$ cat src/rtl/spi_slave_fsm_pkg.sv
// -----------------------------------------------------------------------------
// spi_slave_fsm_pkg
// Shared definitions for the SPI slave transaction controller:
//   - state_t    : controller state encoding
//   - DEFAULT_*  : default transaction geometry
//   - cnt_width  : bit-counter width for a given address/data geometry
// Ports: none (package).
// -----------------------------------------------------------------------------
package spi_slave_fsm_pkg;

    typedef enum logic [3:0] {
        IDLE,
        GET_ADDR,
        LATCH_ADDR,
        READ_WAIT,
        READ_LOAD,
        READ_SHIFT,
        WRITE_RECV,
        WRITE_COMMIT,
        DONE
    } state_t;

    localparam int DEFAULT_ADDR_BITS    = 7;
    localparam int DEFAULT_DATA_BITS    = 8;
    localparam int DEFAULT_READ_LATENCY = 1;

    // Wide enough to hold the largest phase count (address + R/W, or data).
    function automatic int cnt_width(input int addr_bits, input int data_bits);
        int longest;
        longest = (addr_bits + 1 > data_bits) ? addr_bits + 1 : data_bits;
        return $clog2(longest + 1);
    endfunction

endpackage

$ cat src/rtl/spi_bit_counter.sv
// -----------------------------------------------------------------------------
// spi_bit_counter
// Bit/cycle counter for the SPI slave controller. Synchronous clear has
// priority over the pulse-gated increment. at_terminal compares the current
// count against a caller-supplied terminal value.
// Ports:
//   clk, reset   : clock, synchronous active-high reset
//   clear        : zero the counter on the next edge
//   inc          : increment on the next edge (ignored while clear is high)
//   terminal     : compare value
//   at_terminal  : count == terminal
// -----------------------------------------------------------------------------
module spi_bit_counter #(
    parameter int W = 4
) (
    input  logic         clk,
    input  logic         reset,
    input  logic         clear,
    input  logic         inc,
    input  logic [W-1:0] terminal,
    output logic         at_terminal
);

    logic [W-1:0] count;

    always_ff @(posedge clk) begin
        if (reset) begin
            count <= '0;
        end else if (clear) begin
            count <= '0;
        end else if (inc) begin
            count <= count + 1'b1;
        end
    end

    assign at_terminal = (count == terminal);

endmodule

$ cat src/rtl/spi_slave_fsm.sv
// -----------------------------------------------------------------------------
// spi_slave_fsm
// Transaction controller for the SPI slave. Tracks the address phase
// (ADDR_BITS address bits + one R/W bit) and the DATA_BITS data phase, and
// drives the datapath strobes. All outputs are registered decodes of the
// state being entered, so each is a clean Moore output.
// Optional feature: define SPI_SLAVE_FSM_ABORT_FLAG_EN to get the sticky
// 'aborted' flag; otherwise 'aborted' is tied low and no flag register exists.
// Ports:
//   clk, reset  : clock, synchronous active-high reset
//   cs_n        : conditioned chip select, active low
//   sclk_rise   : one-cycle pulse per serial-clock rising edge
//   rw          : R/W bit from the shift register (1 = read)
//   sr_load     : shift register parallel load
//   addr_we     : address latch write enable
//   dm_we       : data memory write enable
//   miso_buff   : MISO tri-state enable
//   aborted     : previous transaction ended early (sticky)
// -----------------------------------------------------------------------------
module spi_slave_fsm
    import spi_slave_fsm_pkg::*;
#(
    parameter int ADDR_BITS    = DEFAULT_ADDR_BITS,
    parameter int DATA_BITS    = DEFAULT_DATA_BITS,
    parameter int READ_LATENCY = DEFAULT_READ_LATENCY
) (
    input  logic clk,
    input  logic reset,
    input  logic cs_n,
    input  logic sclk_rise,
    input  logic rw,
    output logic sr_load,
    output logic addr_we,
    output logic dm_we,
    output logic miso_buff,
    output logic aborted
);

    // The counter also times READ_WAIT, so make sure it can reach READ_LATENCY.
    localparam int BIT_CW  = cnt_width(ADDR_BITS, DATA_BITS);
    localparam int WAIT_CW = $clog2(READ_LATENCY + 1);
    localparam int CW      = (BIT_CW > WAIT_CW) ? BIT_CW : WAIT_CW;

    localparam int WAIT_LAST_I = (READ_LATENCY > 0) ? READ_LATENCY - 1 : 0;

    localparam logic [CW-1:0] ADDR_LAST = CW'(ADDR_BITS);
    localparam logic [CW-1:0] DATA_LAST = CW'(DATA_BITS - 1);
    localparam logic [CW-1:0] WAIT_LAST = CW'(WAIT_LAST_I);

    state_t        state;
    state_t        state_next;
    logic          cnt_clear;
    logic          cnt_inc;
    logic [CW-1:0] cnt_terminal;
    logic          at_terminal;

    spi_bit_counter #(.W(CW)) u_bit_counter (
        .clk         (clk),
        .reset       (reset),
        .clear       (cnt_clear),
        .inc         (cnt_inc),
        .terminal    (cnt_terminal),
        .at_terminal (at_terminal)
    );

    // Terminal compares are made against the pre-increment count, so the
    // transition happens on the edge that registers the final pulse.
    always_comb begin
        state_next   = state;
        cnt_clear    = 1'b0;
        cnt_inc      = 1'b0;
        cnt_terminal = DATA_LAST;
        case (state)
            IDLE: begin
                cnt_clear = 1'b1;
                if (!cs_n) state_next = GET_ADDR;
            end
            GET_ADDR: begin
                cnt_inc      = sclk_rise;
                cnt_terminal = ADDR_LAST;
                if (sclk_rise && at_terminal) state_next = LATCH_ADDR;
            end
            LATCH_ADDR: begin
                cnt_clear = 1'b1;
                if (rw) state_next = (READ_LATENCY == 0) ? READ_LOAD : READ_WAIT;
                else    state_next = WRITE_RECV;
            end
            READ_WAIT: begin
                // Counts clk cycles here, not serial-clock pulses.
                cnt_inc      = 1'b1;
                cnt_terminal = WAIT_LAST;
                if (at_terminal) state_next = READ_LOAD;
            end
            READ_LOAD: begin
                cnt_clear  = 1'b1;
                state_next = READ_SHIFT;
            end
            READ_SHIFT: begin
                cnt_inc = sclk_rise;
                if (sclk_rise && at_terminal) state_next = DONE;
            end
            WRITE_RECV: begin
                cnt_inc = sclk_rise;
                if (sclk_rise && at_terminal) state_next = WRITE_COMMIT;
            end
            WRITE_COMMIT: begin
                state_next = DONE;
            end
            DONE: begin
                if (cs_n) state_next = IDLE;
            end
            default: state_next = IDLE;
        endcase
        // Chip select released mid-transaction: abandon it.
        if (cs_n && state != IDLE && state != DONE) state_next = IDLE;
    end

    always_ff @(posedge clk) begin
        if (reset) begin
            state     <= IDLE;
            sr_load   <= 1'b0;
            addr_we   <= 1'b0;
            dm_we     <= 1'b0;
            miso_buff <= 1'b0;
        end else begin
            state     <= state_next;
            sr_load   <= (state_next == READ_LOAD);
            addr_we   <= (state_next == LATCH_ADDR);
            dm_we     <= (state_next == WRITE_COMMIT);
            miso_buff <= (state_next == READ_SHIFT);
        end
    end

`ifdef SPI_SLAVE_FSM_ABORT_FLAG_EN
    logic abort;
    logic aborted_q;

    assign abort = cs_n && (state != IDLE) && (state != DONE);

    always_ff @(posedge clk) begin
        if (reset) begin
            aborted_q <= 1'b0;
        end else if (abort) begin
            aborted_q <= 1'b1;
        end else if (state == IDLE && state_next == GET_ADDR) begin
            aborted_q <= 1'b0;
        end
    end

    assign aborted = aborted_q;
`else
    assign aborted = 1'b0;
`endif

endmodule

$ cat config.mk
export PLATFORM = sky130hd
export DESIGN_NAME = spi_slave_fsm
export DESIGN_NICKNAME = d
export VERILOG_FILES = /design/src/rtl/spi_slave_fsm_pkg.sv /design/src/rtl/spi_bit_counter.sv /design/src/rtl/spi_slave_fsm.sv
export SDC_FILE = /design/constraint.sdc
export NUM_CORES = 1
export LEC_CHECK = 0
export ABC_CLOCK_PERIOD_IN_PS = 1700
export CORE_UTILIZATION = 49
export CTS_BUF_LIST = sky130_fd_sc_hd__clkbuf_2
export CTS_CLUSTER_DIAMETER = 60
export DETAILED_ROUTE_END_ITERATION = 8
export HOLD_SLACK_MARGIN = 0.03
export PLACE_DENSITY = 0.76
export SLEW_MARGIN = 10
export SYNTH_ARGS = -nofsm -noshare
export SYNTH_HDL_FRONTEND = slang
export SYNTH_SLANG_ARGS = --single-unit
$ cat constraint.sdc
create_clock -name clk -period 1.7 [get_ports clk]
set_clock_uncertainty 0.1 [all_clocks]
set_input_delay 0.17 -clock clk [delete_from_list [all_inputs] [get_ports clk]]
set_output_delay 0.17 -clock clk [all_outputs]
set_load 0.03 [all_outputs]
=== Word level (Yosys, flattened, before mapping) ===
Cells that the tools add are included.
Widths: inputs -> output; s select.

* Input bits: 5
* Output and inout port bits: 5
* Logic and storage cells: 41
* Register bits: 12

* Equal/unequal tests: 14
* Muxes and demuxes: 12
* Add/sub/neg operators: 1
* Reductions and logical operators: 8

{| class="wikitable"
|+ Operators by type and width
! kind !! number
|-
| $pmux 4 s9 || 1
|-
| $eq 4x3->1 const B || 7
|-
| $mux 4 || 7
|-
| $eq 4x2->1 const B || 3
|-
| $mux 3 || 2
|-
| $reduce_or 3->1 || 2
|-
| $add 4x1->4 const B || 1
|-
| $eq 4x1->1 const B || 1
|-
| $eq 4x3->1 || 1
|-
| $eq 4x4->1 const B || 1
|-
| $logic_not 4->1 || 1
|-
| $ne 4x4->1 const B || 1
|-
| $reduce_bool 4->1 || 1
|-
| $logic_and 1x1->1 || 3
|-
| $pmux 1 s2 || 1
|-
| $reduce_or 2->1 || 1
|-
| $mux 1 || 1
|}

=== Depth between registers and ports, before layout ===
Gate-level depths: netlist of the first run.

* Depth after elaboration: 8
* Mapped depth: 6
* Gate-level depth less buffers: 5

=== Modules after synthesis ===
A second synthesis of the first run with hierarchy kept.

* Cell total of the unflattened synthesis: 76
* Area, all modules: 709.4 um^2

{| class="wikitable"
|+ By module, submodules not included
! module !! sequential area each (um^2) !! instances !! cells an instance !! area each (um^2)
|-
| spi_slave_fsm || 160.2 || 1 || 54 || 490.5
|-
| spi_bit_counter || 80.1 || 1 || 22 || 219.0
|}

=== Worst setup path before layout of the first run ===
OpenSTA, ideal clock, no wires.

* Path type: reg-to-reg
* From: register state[3]
* To: register sr_load
* Path buffers: 1
* Slack: -87 ps
* Data required time: 1513 ps
* Stages on the path, launching flop included: 7
* Library setup time: 87 ps
* Period minus slack after synthesis: 1787 ps
* Arrival: 1600 ps
* Path through: dfxtp_1 -> buf_6 -> and4bb_1 -> mux2i_1 -> nor2b_4 -> o41a_4 -> nor4b_4

* Word-level cells in the longest chain between the ends: 8
* Elaborated cells on any way between the ends: 25
* Classes of those cells: 11 x eq/ne; 9 x mux; 5 x reduce/logical

{| class="wikitable"
|+ RTL lines
! element !! line !! source
|-
| start: declaration || spi_slave_fsm.sv:50 || <nowiki>state_t state;</nowiki>
|-
| start signal: assignment || spi_slave_fsm.sv:126 || <nowiki>state <= state_next;</nowiki>
|-
| $eq 4x2->1 || spi_slave_fsm.sv:73 || <nowiki>case (state)</nowiki>
|-
| $mux 3 || spi_slave_fsm.sv:73 ||
|-
| $eq 4x3->1 || spi_bit_counter.sv:36 || <nowiki>assign at_terminal = (count == terminal);</nowiki>
|-
| $logic_and 1x1->1 || spi_slave_fsm.sv:81, spi_slave_fsm.sv:100, spi_slave_fsm.sv:104 ||
|-
| $mux 4, on equally long branches || spi_slave_fsm.sv:104, spi_slave_fsm.sv:81, spi_slave_fsm.sv:100 ||
|-
| $pmux 4 s9 || spi_slave_fsm.sv:73 ||
|-
| $mux 4 (*) || spi_slave_fsm.sv:115 || <nowiki>if (cs_n && state != IDLE && state != DONE) state_next = IDLE;</nowiki>
|-
| $eq 4x3->1 (*) || spi_slave_fsm.sv:127 || <nowiki>sr_load <= (state_next == READ_LOAD);</nowiki>
|-
| end signal: assignment || spi_slave_fsm.sv:127 ||
|-
| end: declaration || spi_slave_fsm.sv:32 || <nowiki>output logic sr_load,</nowiki>
|}

Every way passes the cells marked *; elsewhere a longest branch is shown, timed or not.
A chain may end at the register's enable or synchronous reset.

=== Worst setup path in the final report of the first run ===
Same ends and word-level chain as after synthesis.

==> tab_implementation.tex, run 1 <==
\begin{tabular}{lr}
\hline
Metric & Value \\
\hline
\multicolumn{2}{l}{\textbf{Logic synthesis}} \\
Number of instances in the synthesized netlist & 80 \\
Number of synthesized flops with an enable pin & 0 \\
Distinct cells, synth & 38 \\
Avg Synthesized Cell Area & 8.85 sq um \\
Flip-flop and latch count after synthesis & 12 \\
Proportion of synthesized chip area in sequential cells & 33.9\% \\
Syn Nets & 86 \\
Post-synth ARST share & 0\% \\
Netlist area before placement & 708 sq um \\
Warnings, synthesis & 0 \\
Main flop type after synthesis & sky130\_fd\_sc\_hd\_\_dfxtp\_1 \\
\multicolumn{2}{l}{\textbf{Power and ir drop}} \\
Combinational power share & 18.0\% \\
Net switching power & 127 uW \\
Static leakage & 0.000392 uW \\
Cell internal power dissipation & 383 uW \\
Switching part of the total & 24.9\% \\
Worst IR Drop VDD & 0.000477 V \\
Proportion of power drawn by flip-flops and latches & 56.0\% \\
Pwr dens & 521 nW/um\^{}2 \\
Clock Power Share & 26.0\% \\
\multicolumn{2}{l}{\textbf{Die}} \\
Height of the die & 40.0 microns \\
Number of primary I/O pins & 10 \\
Initial cell density of the core & 53.8\% \\
Total core area & 1320 sq um \\
Area enclosed by the die boundary & 1600 sq um \\
\# rows & 13 \\
Overall die width & 40.0 microns \\
\multicolumn{2}{l}{\textbf{Run}} \\
Number of max-cap violations & 0 \\
\multicolumn{2}{l}{\textbf{Final layout}} \\
Fraction of layout cells with a size suffix above 1 & 38.5\% \\
Post-Route Utilization & 74.3\% \\
Diode insertion count for antenna repair & 0 \\
Net count reported at finish & 111 \\
Fillers & 95 \\
Layout overhead on the synthesized area & 38.2\% \\
\multicolumn{2}{l}{\textbf{Routing}} \\
DRT Pass-1 Iters & 4 \\
WL per Instance & 14.0 microns \\
Drt total wl & 1.67 mm \\
Via total after detailed routing & 660 \\
Residual DRC & 0 \\
Starting DRT DRC Count & 8 \\
Final antenna-violating net count & 0 \\
Vias per Instance & 5.55 \\
\multicolumn{2}{l}{\textbf{Clocking}} \\
Cell at the root of the clock tree & sky130\_fd\_sc\_hd\_\_clkbuf\_2 \\
Skew-Pair Late Insertion Delay & 0.25 ns \\
Number of buffers inserted by hold repair at cts & 0 \\
Number of buffers on the longest clock path & 2 \\
CTS clock-pin slew for the worst setup and hold paths & 0.11 ns \\
Number of sinks on the clock net & 12 \\
Number of buffers added by the clock tree synthesis step & 3 \\
H-Tree Depth & 1 \\
TritonCTS clock tree & built \\
\multicolumn{2}{l}{\textbf{Status}} \\
Result of the run & finished with violations \\
Failing checks & setup timing \\
\multicolumn{2}{l}{\textbf{Timing}} \\
Number of failing hold endpoints at the final stage & 0 \\
Number of max-slew violations in the final report & 0 \\
Final sum of negative setup slack & -0.212 ns \\
Total of endpoints with negative setup slack in the final report & 4 \\
Ratio of final minimum period to clock period & 105\% \\
Final critical delay including setup and external delays & 1.78 ns \\
Fmax & 561 MHz \\
Final worst slack & -0.0810 ns \\
RSZ-0062 raised after global routing & true \\
\multicolumn{2}{l}{\textbf{Setup path}} \\
Startpoint types & register \\
CP Capture Type & register \\
Class of the most critical setup path & reg2reg \\
Required arrival time at the worst endpoint & 1.77 ns \\
CP arrival & 1.85 ns \\
Worst-path fanout max & 5 \\
\multicolumn{2}{l}{\textbf{Place}} \\
Port buffer count & 8 \\
Estimated wirelength of the detail-placed design & 1.11 mm \\
Final RePlAce weighted congestion & 0.751 \\
\multicolumn{2}{l}{\textbf{Global route}} \\
Pin count of the biggest net entering global routing & 11 \\
Overall overflow remaining after global route & 0 \\
Overall track demand over capacity in global routing & 22.2\% \\
Number of global-route vias before repair & 578 \\
Number of antenna violations at the first check in global routing & 0 \\
First-pass GRT wire length & 2.35 mm \\
\multicolumn{2}{l}{\textbf{Hold path}} \\
Path category of the worst min-delay check & reg2reg \\
\hline
\end{tabular}
[final timing paths]
kind / depth (start not counted) / startpoint / slack [ns] / endpoint
setup / recovery: 5 / state[3] / -0.08 / sr_load
setup reg to reg: 5 / state[3] / -0.08 / sr_load
hold reg to reg: 2 / u_bit_counter.count[2] / 0.50 / u_bit_counter.count[2]
hold / removal: 2 / u_bit_counter.count[2] / 0.50 / u_bit_counter.count[2]
[layout by cell type, fill, tap and decap left out, types with 2 or more instances in the layout]
cell type	n
sky130_fd_sc_hd__or3_1	2
sky130_fd_sc_hd__buf_4	15
sky130_fd_sc_hd__a21oi_1	3
sky130_fd_sc_hd__o21ai_0	4
sky130_fd_sc_hd__dfxtp_2	4
sky130_fd_sc_hd__inv_1	3
sky130_fd_sc_hd__clkbuf_2	3
sky130_fd_sc_hd__nand3_1	2
sky130_fd_sc_hd__nor4_1	2
sky130_fd_sc_hd__nand2_1	4
sky130_fd_sc_hd__dfxtp_1	8
sky130_fd_sc_hd__nand2b_1	3
sky130_fd_sc_hd__a21oi_2	2
sky130_fd_sc_hd__xnor2_1	3
sky130_fd_sc_hd__nor2_1	8
sky130_fd_sc_hd__buf_6	2
sky130_fd_sc_hd__clkdlybuf4s50_1	8
[power by group through the flow]
| stage | registers, uW | clock network, uW | logic, uW |
|---|---|---|---|
| floorplan | 292 | 0 | 44.8 |
| global placement | 292 | 0 | 73.2 |
| detailed placement | 292 | 0 | 74.7 |
| CTS | 285 | 143 | 85.0 |
| global route | 286 | 157 | 97.9 |
| finish | 286 | 133 | 91.6 |
[state kept, by name, summed over array words and instances, names as in the netlist]
| name | flops |
|---|---|
| miso_buff | 1 |
| sr_load | 1 |
| dm_we | 1 |
| state | 4 |
| u_bit_counter.count | 4 |
| addr_we | 1 |
[worst max-delay path, stage by stage, from the launching register on]
cell and delay (ns):
sky130_fd_sc_hd__dfxtp_2 0.35, sky130_fd_sc_hd__and4bb_2 0.26, sky130_fd_sc_hd__mux2i_2 0.16, sky130_fd_sc_hd__nor2b_4 0.15, sky130_fd_sc_hd__o41a_4 0.40, sky130_fd_sc_hd__nor4b_4 0.28
[layer usage]
layer	share of wire [%]	vias up	GRT usage [%]
met1	48	309	27.9
met3	3.6	2	1.67
met2	47	18	36.7
met4	0.84	0	12.9
li1	-	331	-
met5	0	-	0
[area by class of cell]
type                            count  area, sq um  share of cell area [%]
Tap cell                           15         18.8                    1.92
Timing Repair Buffer               25          215                    22.0
Multi-Input combinational cell     60          469                    48.0
Inverter                            3         11.3                    1.15
Clock inverter                      1         3.75                   0.384
Sequential cell                    12          245                    25.1
Clock buffer                        3         15.0                    1.53
[per-stage QoR]
step / total power, uW / hold WS [ns] / std cells / instance area, sq um / setup WS [ns]
2_1_floorplan: 336 / 0.141 / 80 / 708 / -0.0873
5_1_grt: 541 / 0.536 / 119 / 978 / -0.189
6_report: 510 / 0.505 / 119 / 978 / -0.0810
4_1_cts: 513 / 0.496 / 119 / 947 / -0.0837
3_3_place_gp: 365 / 0.454 / 113 / 888 / -0.184
3_5_place_dp: 366 / 0.470 / 113 / 888 / -0.200
[synth_stat cells (2+ instances only)]
library cell,count,area (sq um)
sky130_fd_sc_hd__dfxtp_1,12,240
sky130_fd_sc_hd__nor2_1,8,30.0
sky130_fd_sc_hd__a21oi_1,5,25.0
sky130_fd_sc_hd__o21ai_0,5,25.0
sky130_fd_sc_hd__nand2_1,4,15.0
sky130_fd_sc_hd__inv_1,3,11.3
sky130_fd_sc_hd__nand2b_1,3,18.8
sky130_fd_sc_hd__or3_1,3,18.8
sky130_fd_sc_hd__xnor2_1,3,26.3
sky130_fd_sc_hd__a211oi_1,2,15.0
sky130_fd_sc_hd__clkbuf_1,2,7.51
sky130_fd_sc_hd__mux2i_1,2,20.0
sky130_fd_sc_hd__nand3_1,2,10.0
sky130_fd_sc_hd__nor4_1,2,12.5
[what timing repair did]
action,CTS,global route
pin swaps,4,3
buffers inserted,2,0
gates resized for setup,9,10
endpoints found under the setup margin,6,10
[kinds of logic after synthesis]
family                   after synthesis  synth area share (%)
AND/OR/NAND/NOR                       35                  33.2
AO/OA/AOI/OAI                         18                  18.0
flip-flops                            12                  33.9
buffers and inverters                  8                  6.01
XOR/XNOR                               3                  3.71
multiplexers                           2                  2.83
adder cells (fa/ha/maj)                1                  1.77
other                                  1                 0.530
No activity file was read; power rests on OpenSTA's default activity.
==> run 2, diff against run 1 <==
--- a/config.mk
+++ b/config.mk
@@ -5,7 +5,7 @@
 export SDC_FILE = /design/constraint.sdc
 export NUM_CORES = 1
 export LEC_CHECK = 0
-export ABC_CLOCK_PERIOD_IN_PS = 1700
+export ABC_CLOCK_PERIOD_IN_PS = 1600
 export CORE_UTILIZATION = 49
 export CTS_BUF_LIST = sky130_fd_sc_hd__clkbuf_2
 export CTS_CLUSTER_DIAMETER = 60
==> constraint.sdc (replaced) <==
create_clock -name clk -period 1.6 [get_ports clk]
set_clock_uncertainty 0.1 [all_clocks]
set_input_delay 0.16 -clock clk [delete_from_list [all_inputs] [get_ports clk]]
set_output_delay 0.16 -clock clk [all_outputs]
set_load 0.03 [all_outputs]
==> run 2 against run 1 <==
Net effect: the flow still finishes with violations (setup timing); wire length grew 19%; maximum frequency shrank 0.16%; global-route usage grew 2.6 points; core utilization grew 7.0 points; setup slack lost 0.10 ns; final area grew 9.5%; sequential power grew 6%; critical path depth is the same; clock power grew 9%; largest power group unchanged; highest routed layer unchanged.
==> tab_implementation.tex, run 2 (synthesis gave the netlist of run 1 again) <==
\begin{tabular}{lr}
\hline
Metric & Value \\
\hline
\multicolumn{2}{l}{\textbf{Status}} \\
Result of the run & finished with violations \\
Failing checks & setup timing \\
\multicolumn{2}{l}{\textbf{Clocking}} \\
Number of buffers added by the clock tree synthesis step & 3 (unchanged) \\
CTS clock-pin slew for the worst setup and hold paths & 0.11 ns (about the same) \\
Cell at the root of the clock tree & sky130\_fd\_sc\_hd\_\_clkbuf\_2 \\
Skew-Pair Late Insertion Delay & 0.25 ns (about the same) \\
Number of buffers on the longest clock path & 2 (unchanged) \\
Number of sinks on the clock net & 12 (unchanged) \\
TritonCTS clock tree & built \\
H-Tree Depth & 1 (unchanged) \\
Number of buffers inserted by hold repair at cts & 0 (unchanged) \\
\multicolumn{2}{l}{\textbf{Die}} \\
Area enclosed by the die boundary & 1600 sq um (unchanged) \\
Number of primary I/O pins & 10 (unchanged) \\
\# rows & 13 (unchanged) \\
Height of the die & 40.0 microns (unchanged) \\
Total core area & 1320 sq um (unchanged) \\
Initial cell density of the core & 53.8\% (unchanged) \\
Overall die width & 40.0 microns (unchanged) \\
\multicolumn{2}{l}{\textbf{Setup path}} \\
CP arrival & 1.86 ns (about the same) \\
Setup slack of the worst register-to-register path & -0.18 ns (-0.10 ns) \\
Startpoint of the worst setup timing path & state[3] \\
Required arrival time at the worst endpoint & 1.68 ns (-0.09 ns) \\
Cell depth of the worst flop-to-flop path & 5 (unchanged) \\
Class of the most critical setup path & reg2reg \\
Capture instance of the worst register-to-register path & sr\_load \\
Worst-path fanout max & 5 (unchanged) \\
CP Capture Type & register \\
Startpoint types & register \\
Worst reg2reg startpoint & state[3] \\
\multicolumn{2}{l}{\textbf{Hold path}} \\
Worst hold stages & 3 (+1) \\
Hold EP & state[2] \\
Path category of the worst min-delay check & in2reg \\
HP Start & reset \\
\multicolumn{2}{l}{\textbf{Global route}} \\
Overall overflow remaining after global route & 0 (unchanged) \\
Number of antenna violations at the first check in global routing & 0 (unchanged) \\
Pin count of the biggest net entering global routing & 11 (unchanged) \\
Number of global-route vias before repair & 616 (+6.6\%) \\
First-pass GRT wire length & 2.63 mm (+12\%) \\
Overall track demand over capacity in global routing & 24.8\% (+2.6 points) \\
\multicolumn{2}{l}{\textbf{Routing}} \\
Vias per Instance & 5.70 (+2.8\%) \\
Via total after detailed routing & 730 (+11\%) \\
DRT Pass-1 Iters & 4 (unchanged) \\
Drt total wl & 1.98 mm (+19\%) \\
WL per Instance & 15.5 microns (+11\%) \\
Final antenna-violating net count & 0 (unchanged) \\
Starting DRT DRC Count & 19 (+11) \\
Residual DRC & 0 (unchanged) \\
\multicolumn{2}{l}{\textbf{Power and ir drop}} \\
Worst IR Drop VDD & 0.000426 V (-11\%) \\
Static leakage & 0.000445 uW (+14\%) \\
Pwr dens & 527 nW/um\^{}2 (+1.1\%) \\
\multicolumn{2}{l}{\textbf{Final layout}} \\
Most common cell after layout, fill and taps aside & sky130\_fd\_sc\_hd\_\_buf\_4 \\
Final instance area & 1070 sq um (+9.5\%) \\
Commonest cells after routing, fill and taps aside & sky130\_fd\_sc\_hd\_\_buf\_4 (21), sky130\_fd\_sc\_hd\_\_nor2\_1 (8), sky130\_fd\_sc\_hd\_\_clkdlybuf4s50\_1 (8), sky130\_fd\_sc\_hd\_\_dfxtp\_1 (6), sky130\_fd\_sc\_hd\_\_dfxtp\_2 (6) \\
Fraction of layout cells with a size suffix above 1 & 47.8\% (+9.3 points) \\
Diode insertion count for antenna repair & 0 (unchanged) \\
Final standard cell count with taps included and fillers excluded & 128 (+7.6\%) \\
Post-Route Utilization & 81.3\% (+7.0 points) \\
Largest registers ranked by flip-flop count & state (4), u\_bit\_counter.count (4) \\
Net count reported at finish & 120 (+8.1\%) \\
Layout overhead on the synthesized area & 51.2\% \\
\multicolumn{2}{l}{\textbf{Place}} \\
Placement Setup Slack & -0.271 ns (-0.0715 ns) \\
Port buffer count & 8 (unchanged) \\
Placed Instance Area & 918 sq um (+3.4\%) \\
Estimated wirelength of the detail-placed design & 1.21 mm (+9.3\%) \\
Final RePlAce weighted congestion & 0.779 (+3.8\%) \\
Post-Place Cells & 117 (+3.5\%) \\
\multicolumn{2}{l}{\textbf{Run}} \\
Number of max-cap violations & 0 (unchanged) \\
\multicolumn{2}{l}{\textbf{Timing}} \\
Total of endpoints with negative setup slack in the final report & 8 (+4) \\
Number of failing hold endpoints at the final stage & 0 (unchanged) \\
RSZ-0062 raised after global routing & true \\
Final worst slack & -0.184 ns (-0.103 ns) \\
Final critical delay including setup and external delays & 1.78 ns (+0.00284 ns) \\
Fmax & 561 MHz (-0.16\%) \\
Ratio of final minimum period to clock period & 111\% (+6.7 points) \\
Number of max-slew violations in the final report & 0 (unchanged) \\
Final sum of negative setup slack & -0.856 ns (-0.644 ns) \\
\hline
\end{tabular}
==> run 2: area by class of cell <==
cell class              count  area [sq um]
inverters                   3          11.3
clock inverters             1          3.75
clock buffers               3          15.0
multi-input cells          60           487
fillers                    86           246
well taps                  15          18.8
flip-flops and latches     12           248
repair buffers             34           288
==> run 2: what timing repair did <==
action,CTS,global route
resized for setup,14,13
endpoints found under the hold margin,0,0
pin swaps,7,9
cloned,0,1
buffers inserted,5,1
endpoints found under the setup margin,8,11
==> run 2: how the worst max path moves through the flow <==
stage                 to  slack (ns)  depth (start not counted)
6_report         sr_load       -0.18                          5
4_1_cts          sr_load       -0.18                          4
5_1_grt          sr_load       -0.22                          5
3_5_place_dp   miso_buff       -0.27                          6
3_3_place_gp   miso_buff       -0.26                          6
2_1_floorplan    sr_load       -0.19                          6
==> run 2: critical path, cell delays in order, from the launching register on <==
cell and delay (ns):
sky130_fd_sc_hd__dfxtp_2 0.36, sky130_fd_sc_hd__and4bb_1 0.26, sky130_fd_sc_hd__mux2i_2 0.18, sky130_fd_sc_hd__nor2b_4 0.15, sky130_fd_sc_hd__o41a_4 0.39, sky130_fd_sc_hd__nor4b_4 0.26
==> run 2: stage by stage <==
stage	total power, uW	hold WS [ns]
2_1_floorplan	358	0.131
3_3_place_gp	392	0.523
3_5_place_dp	394	0.522
4_1_cts	561	0.504
5_1_grt	585	0.527
6_report	564	0.509
==> run 2: where the power goes <==
part	switching (uW)	internal, uW	leakage, uW	total, uW
registers	2.36	302	0.0000997	304
logic	53.2	61.6	0.000332	115
clock network	90.9	54.3	0.0000140	145
==> run 2: per-layer routing <==
layer / track usage, % / up-vias / share of wire, %
met1: 31.3 / 351 / 46
met4: 16.4 / 0 / 1.8
met3: 2.78 / 4 / 4.2
met2: 39.5 / 25 / 48
met5: 0 / - / 0
li1: - / 350 / -
